$ cat src/rtl/ntt_mdc_sequencer_if.sv
// Handshake and pipeline-control bundle for the NTT MDC sequencer.
// The master side issues commands and returns pipeline finish strobes; the slave side is the sequencer.
interface ntt_mdc_sequencer_if #(
  parameter int unsigned LOGN = 8
);
  logic            cmd_valid;
  logic            cmd_ready;
  logic            cmd_intt;
  logic            cmd_gs;
  logic            rd_en;
  logic [LOGN-2:0] rd_addr;
  logic            pipe_start;
  logic            pipe_intt;
  logic            pipe_btf_gs;
  logic            pipe_finish;
  logic            wr_en;
  logic [LOGN-2:0] wr_addr;
  logic            busy;
  logic            done;
  logic            err;

  modport master (
    output cmd_valid, cmd_intt, cmd_gs, pipe_finish,
    input  cmd_ready, rd_en, rd_addr, pipe_start, pipe_intt, pipe_btf_gs,
           wr_en, wr_addr, busy, done, err
  );

  modport slave (
    input  cmd_valid, cmd_intt, cmd_gs, pipe_finish,
    output cmd_ready, rd_en, rd_addr, pipe_start, pipe_intt, pipe_btf_gs,
           wr_en, wr_addr, busy, done, err
  );
endinterface

$ cat src/rtl/ntt_mdc_sequencer.sv
// Sequences one NTT pass through an MDC butterfly pipeline: streams P pair reads,
// collects P pipeline results as writes, and guards the drain phase with a watchdog.
module ntt_mdc_sequencer #(
  parameter int unsigned LOGN    = 8,
  parameter int unsigned RD_LAT  = 1,
  parameter int unsigned TIMEOUT = 4096
) (
  input logic                clk,
  input logic                rst,
  ntt_mdc_sequencer_if.slave bus
);
  localparam int unsigned P   = 1 << (LOGN - 1);
  localparam int unsigned WDW = $clog2(TIMEOUT + 1);

  typedef enum logic [1:0] {IDLE, LOAD, DRAIN} state_t;

  state_t            state, state_nx;
  logic [LOGN-2:0]   rd_cnt;
  logic [LOGN-1:0]   wr_cnt;
  logic [WDW-1:0]    wd;
  logic [RD_LAT-1:0] dly;
  logic              intt_q, gs_q, done_q, err_q;
  logic              accept, complete, timeout, wr_full, wr_fire, err_set;

  // Write counting runs in LOAD as well, so early pipeline results are not lost.
  assign wr_full = (wr_cnt == LOGN'(P));
  assign wr_fire = (state != IDLE) && bus.pipe_finish && !wr_full;
  assign err_set = (bus.pipe_finish && (state == IDLE || wr_full)) || timeout;

  always_ff @(posedge clk) begin
    if (rst) state <= IDLE;
    else     state <= state_nx;
  end

  always_comb begin
    state_nx = state;
    accept   = 1'b0;
    complete = 1'b0;
    timeout  = 1'b0;
    case (state)
      IDLE: if (bus.cmd_valid) begin
        accept   = 1'b1;
        state_nx = LOAD;
      end
      LOAD: if (rd_cnt == '1) state_nx = DRAIN;
      DRAIN: begin
        // A run whose results all arrived during LOAD completes on the first DRAIN cycle.
        if (wr_full || (wr_fire && wr_cnt == LOGN'(P - 1))) complete = 1'b1;
        else if (!wr_fire && wd == WDW'(TIMEOUT - 1))        timeout  = 1'b1;
        if (complete || timeout) state_nx = IDLE;
      end
      default: state_nx = IDLE;
    endcase
  end

  always_ff @(posedge clk) begin
    if (rst) begin
      rd_cnt <= '0;
      wr_cnt <= '0;
      wd     <= '0;
      dly    <= '0;
      intt_q <= 1'b0;
      gs_q   <= 1'b0;
      done_q <= 1'b0;
      err_q  <= 1'b0;
    end else begin
      rd_cnt <= (state == LOAD) ? rd_cnt + 1'b1 : '0;
      if (accept || complete || timeout) wr_cnt <= '0;
      else if (wr_fire)                  wr_cnt <= wr_cnt + 1'b1;
      wd <= (state != DRAIN || wr_fire) ? '0 : wd + 1'b1;
      dly[0] <= (state == LOAD);
      for (int unsigned i = 1; i < RD_LAT; i++) dly[i] <= dly[i-1];
      if (accept) begin
        intt_q <= bus.cmd_intt;
        gs_q   <= bus.cmd_gs;
      end
      done_q <= complete || timeout;
      if (err_set)     err_q <= 1'b1;
      else if (accept) err_q <= 1'b0;
    end
  end

  assign bus.cmd_ready   = (state == IDLE);
  assign bus.busy        = (state != IDLE);
  assign bus.rd_en       = (state == LOAD);
  assign bus.rd_addr     = rd_cnt;
  assign bus.pipe_start  = dly[RD_LAT-1];
  assign bus.pipe_intt   = intt_q;
  assign bus.pipe_btf_gs = gs_q;
  assign bus.wr_en       = wr_fire;
  assign bus.wr_addr     = wr_cnt[LOGN-2:0];
  assign bus.done        = done_q;
  assign bus.err         = err_q;
endmodule

$ cat src/flat_wrapper.sv
// flat-port wrapper written by rule: the top's interface ports become plain ports
module ntt_mdc_sequencer_flat 
#(
  parameter int unsigned LOGN    = 8,
  parameter int unsigned RD_LAT  = 1,
  parameter int unsigned TIMEOUT = 4096
)
  (clk, rst, bus_cmd_valid, bus_cmd_intt, bus_cmd_gs, bus_pipe_finish, bus_cmd_ready, bus_rd_en, bus_rd_addr, bus_pipe_start, bus_pipe_intt, bus_pipe_btf_gs, bus_wr_en, bus_wr_addr, bus_busy, bus_done, bus_err);
  ntt_mdc_sequencer_if #(.LOGN(LOGN)) bus_i ();
  input logic clk;
  input logic rst;
  input wire logic [$bits(bus_i.cmd_valid)-1:0] bus_cmd_valid;
  input wire logic [$bits(bus_i.cmd_intt)-1:0] bus_cmd_intt;
  input wire logic [$bits(bus_i.cmd_gs)-1:0] bus_cmd_gs;
  input wire logic [$bits(bus_i.pipe_finish)-1:0] bus_pipe_finish;
  output wire logic [$bits(bus_i.cmd_ready)-1:0] bus_cmd_ready;
  output wire logic [$bits(bus_i.rd_en)-1:0] bus_rd_en;
  output wire logic [$bits(bus_i.rd_addr)-1:0] bus_rd_addr;
  output wire logic [$bits(bus_i.pipe_start)-1:0] bus_pipe_start;
  output wire logic [$bits(bus_i.pipe_intt)-1:0] bus_pipe_intt;
  output wire logic [$bits(bus_i.pipe_btf_gs)-1:0] bus_pipe_btf_gs;
  output wire logic [$bits(bus_i.wr_en)-1:0] bus_wr_en;
  output wire logic [$bits(bus_i.wr_addr)-1:0] bus_wr_addr;
  output wire logic [$bits(bus_i.busy)-1:0] bus_busy;
  output wire logic [$bits(bus_i.done)-1:0] bus_done;
  output wire logic [$bits(bus_i.err)-1:0] bus_err;
  assign bus_i.cmd_valid = bus_cmd_valid;
  assign bus_i.cmd_intt = bus_cmd_intt;
  assign bus_i.cmd_gs = bus_cmd_gs;
  assign bus_i.pipe_finish = bus_pipe_finish;
  assign bus_cmd_ready = bus_i.cmd_ready;
  assign bus_rd_en = bus_i.rd_en;
  assign bus_rd_addr = bus_i.rd_addr;
  assign bus_pipe_start = bus_i.pipe_start;
  assign bus_pipe_intt = bus_i.pipe_intt;
  assign bus_pipe_btf_gs = bus_i.pipe_btf_gs;
  assign bus_wr_en = bus_i.wr_en;
  assign bus_wr_addr = bus_i.wr_addr;
  assign bus_busy = bus_i.busy;
  assign bus_done = bus_i.done;
  assign bus_err = bus_i.err;
  ntt_mdc_sequencer #(.LOGN(LOGN), .RD_LAT(RD_LAT), .TIMEOUT(TIMEOUT)) u_core (.clk(clk), .rst(rst), .bus(bus_i));
endmodule
$ cat config.mk
export PLATFORM = sky130hd
export DESIGN_NAME = ntt_mdc_sequencer_flat
export DESIGN_NICKNAME = d
export VERILOG_FILES = /design/src/rtl/ntt_mdc_sequencer_if.sv /design/src/rtl/ntt_mdc_sequencer.sv /design/src/flat_wrapper.sv
export SDC_FILE = /design/constraint.sdc
export NUM_CORES = 1
export LEC_CHECK = 0
export BUFFER_PORTS_ARGS = -buffer_cell sky130_fd_sc_hd__buf_2
export CAP_MARGIN = 15
export CORE_ASPECT_RATIO = 0.8
export CORE_MARGIN = 3
export CORE_UTILIZATION = 50
export CTS_BUF_LIST = sky130_fd_sc_hd__clkbuf_4
export DETAILED_ROUTE_END_ITERATION = 7
export GPL_ROUTABILITY_DRIVEN = 1
export GPL_TIMING_DRIVEN = 1
export PLACE_DENSITY = 0.72
export SETUP_SLACK_MARGIN = 0.05
export SLEW_MARGIN = 20
export SYNTH_ARGS = -nofsm -noshare
export SYNTH_HDL_FRONTEND = slang
export SYNTH_SLANG_ARGS = --single-unit
$ cat constraint.sdc
create_clock -name clk -period 3.24 [get_ports clk]
set_input_delay 0.324 -clock clk [delete_from_list [all_inputs] [get_ports clk]]
set_output_delay 0.324 -clock clk [all_outputs]
set_load 0.005 [all_outputs]
==> impl_metrics.toml <==
[clock_tree]
cts_hold_buf = 0
post_cts_resized = 0
cts_setup_buffers = 0
clk_path_buf_depth = 2
cts_max_level = 2
cts_tree = "yes"
worstSkewPairLatency_ns = 0.35
clock-sinks = 35
path_clk_slew_ns = 0.11
root_buffer = "clkbuf_4"
cts_buffers = 5

[timing]
skew_ns = 0.0113
tns_ns = 0
period_needed_ns = 2.07
final_max_slew_viol_count = 0
setup-violations-final = 0
fin_crit_sh_pct = 63.8
worst_slack_ns = 1.17
slew_headroom_pct = 66.9
whs_ns = 0.209
hold_viol_final = 0
rsz0062_at_grt = "false"
fmax_mhz = 484
worst_slew_pin_slew_ns = 0.490

[finish]
drive_above_1_share_pct = 21.6
regArea_sq_um = 701
nFillCells = 267
fin_nets = 217
antennaDiodeCount = 0
layout.cells.non_filler = 246
area.growth.synth_to_final_pct = 10.4
final_core_util_pct = 61.6
multi_input_area_sq_um = 841

[setup_path]
crit_fanout = 5
endpoint_kind = "output port"
cp.required_ns = 2.92
start_kind = "flip-flop"
crit_chain = "inv_1, ha_1, nor4b_4, a31oi_2, buf_2"
worst-path-buf-inv = 2
slowest_stage = "dfxtp_1"
slowest_delay_ns = 0.43
critical_path_class = "flip-flop to output port"
critical-path-top-delay-family = "flip-flops"
critPathArrivalTime_ns = 1.74

[floorplanning]
fp.dieH_microns = 57.2
die_w_microns = 70.0
io_pins = 29
die_area_sq_mm = 0.00401
start_util_pct = 55.8
rows = 17
core_area_sq_mm = 0.00294

[synth]
synth-xor-area-share_pct = 11.8
yosysWarnings = 0
synth_enable_flop_cells = 0
synth.net_count = 191
synth_area_sq_mm = 0.00164
synth_compound_area_share_pct = 7.56
synth_common_cells = "35 x dfxtp_1, 26 x nor2_1, 13 x nor3_1"
synth_top_cell_by_area = "dfxtp_1"
netlist_instances = 181
synth-simple-area-share_pct = 28.3
muxShareOfSynthArea_pct = 0.611
synth_top_area_share_pct = 42.7
yosys.cell_types.count = 38
synthAdderAreaFrac_pct = 3.05
ys_ff_latch = 35
avgSynthCellArea_sq_um = 9.06
yosysMostFrequentCell = "dfxtp_1"
synth_seq_area_share_pct = 42.7
yosys-top-cells-area = "dfxtp_1 43%, xor2_1 6.4%, nor2_1 6.0%"
synth_top_family_by_area = "simple AND/OR/NAND/NOR gates"
synthArstFlopShare_pct = 0
synth_flop_cell = "dfxtp_1"

[route]
viasPerCell = 5.38
wl_mm = 3.34
final_antenna_net_count = 0
drc = 0
drtIter0Drc = 39
via_count = 1323
wl_per_cell_microns = 13.6
drt-pass1-iter-count = 4

[hold_path]
hp-class = "input port to flip-flop"

[power_and_ir_drop]
p_leak_nw = 0.724
max-vdd-ir-drop_v = 0.000228
cellPowerDensity_mw_per_mm2 = 397

[placed_design]
dpl_worst_slack_ns = 1.50
gp_congestion = 0.859
io_buffers = 28
dp.cells = 238
dp_hpwl_mm = 2.51

[global_route]
antenna_found_initial = 0
grt_start_max_net_pins = 14
grt_pass1_vias = 1276
grt_use_total_pct = 17.9
grt-ovfl-total = 0
grt_pass1_wl_mm = 5.66

[flow_run]
cap_violations = 0

[run_status]
status = "complete, no violations"
worst min-delay path: cells and delay by family:
kind,cells,cell delay [ns]
buf+inv,1,0.09
simple gates,1,0.04
compound gates,1,0.05
placed cells by master, fill, tap and decap left out, types with 2 or more instances in the layout:
| cell type | Yosys | layout |
|---|---|---|
| dfxtp_1 | 35 | 35 |
| buf_2 | 0 | 28 |
| nor2_1 | 26 | 26 |
| nor3_1 | 13 | 13 |
| xor2_1 | 12 | 12 |
| nand2_1 | 12 | 12 |
| nand3_1 | 11 | 11 |
| xnor2_1 | 10 | 10 |
| nand4_1 | 7 | 7 |
| inv_1 | 6 | 6 |
| clkbuf_4 | 0 | 6 |
| and3_1 | 5 | 5 |
| ha_1 | 4 | 4 |
| o21ai_0 | 3 | 3 |
| a21oi_1 | 3 | 3 |
| and4_1 | 2 | 2 |
| or3_1 | 2 | 2 |
metrics by stage:
step	total power, mW	area (sq um)
after floorplan	0.473	1640
after global placement	0.487	1750
after detailed placement	0.489	1750
after CTS	0.726	1810
after global routing	0.755	1810
final	0.719	1810
registers in the layout (all words and copies together) (netlist names):
| name | flops |
|---|---|
| u_core.bus.done | 1 |
| u_core.bus.pipe_intt | 1 |
| u_core.wd | 13 |
| u_core.bus.pipe_start | 1 |
| u_core.wr_cnt | 8 |
| u_core.state | 2 |
| u_core.bus.pipe_btf_gs | 1 |
| u_core.bus.rd_addr | 7 |
| u_core.bus.err | 1 |
layer usage:
metal | vias up | routed length (microns) | global-route usage [%]
li1 | 670 | - | -
met1 | 605 | 1610 | 22.9
met2 | 40 | 1440 | 27.3
met3 | 8 | 218 | 6.51
met4 | 0 | 69 | 8.20
met5 | - | 0 | 0
logic make-up (layout without fill, tap and decap cells):
family	count (synthesis)	after routing
adder cells (fa/ha/maj)	4	4
XOR/XNOR	22	22
AO/OA/AOI/OAI	16	16
buffers and inverters	15	42
AND/OR/NAND/NOR	88	88
multiplexers	1	1
flip-flops	35	35
layout make-up:
cell class,instances,share of cell area (%)
Clock buffer,6,2.49
Multi-Input combinational cell,131,46.5
Clock inverter,2,0.692
Timing Repair Buffer,28,7.75
Tap cell,38,2.63
Sequential cell,35,38.7
Inverter,6,1.24
power breakdown:
part,internal (mW),switching (mW),leakage [nW]
clock network,0.0920,0.148,0.0317
logic,0.0169,0.0216,0.410
registers,0.436,0.00506,0.283
final timing paths:
check	slack, ns	end	cells past startpoint	startpoint
setup / recovery	1.17	bus_wr_en	5	u_core.wr_cnt[0]
hold / removal	0.21	u_core.bus.pipe_btf_gs	3	bus_cmd_gs
setup reg to reg	1.48	u_core.wr_cnt[7]	5	u_core.wr_cnt[0]
hold reg to reg	0.46	u_core.bus.pipe_btf_gs	2	u_core.bus.pipe_btf_gs
(Power assumes the default switching activity.)
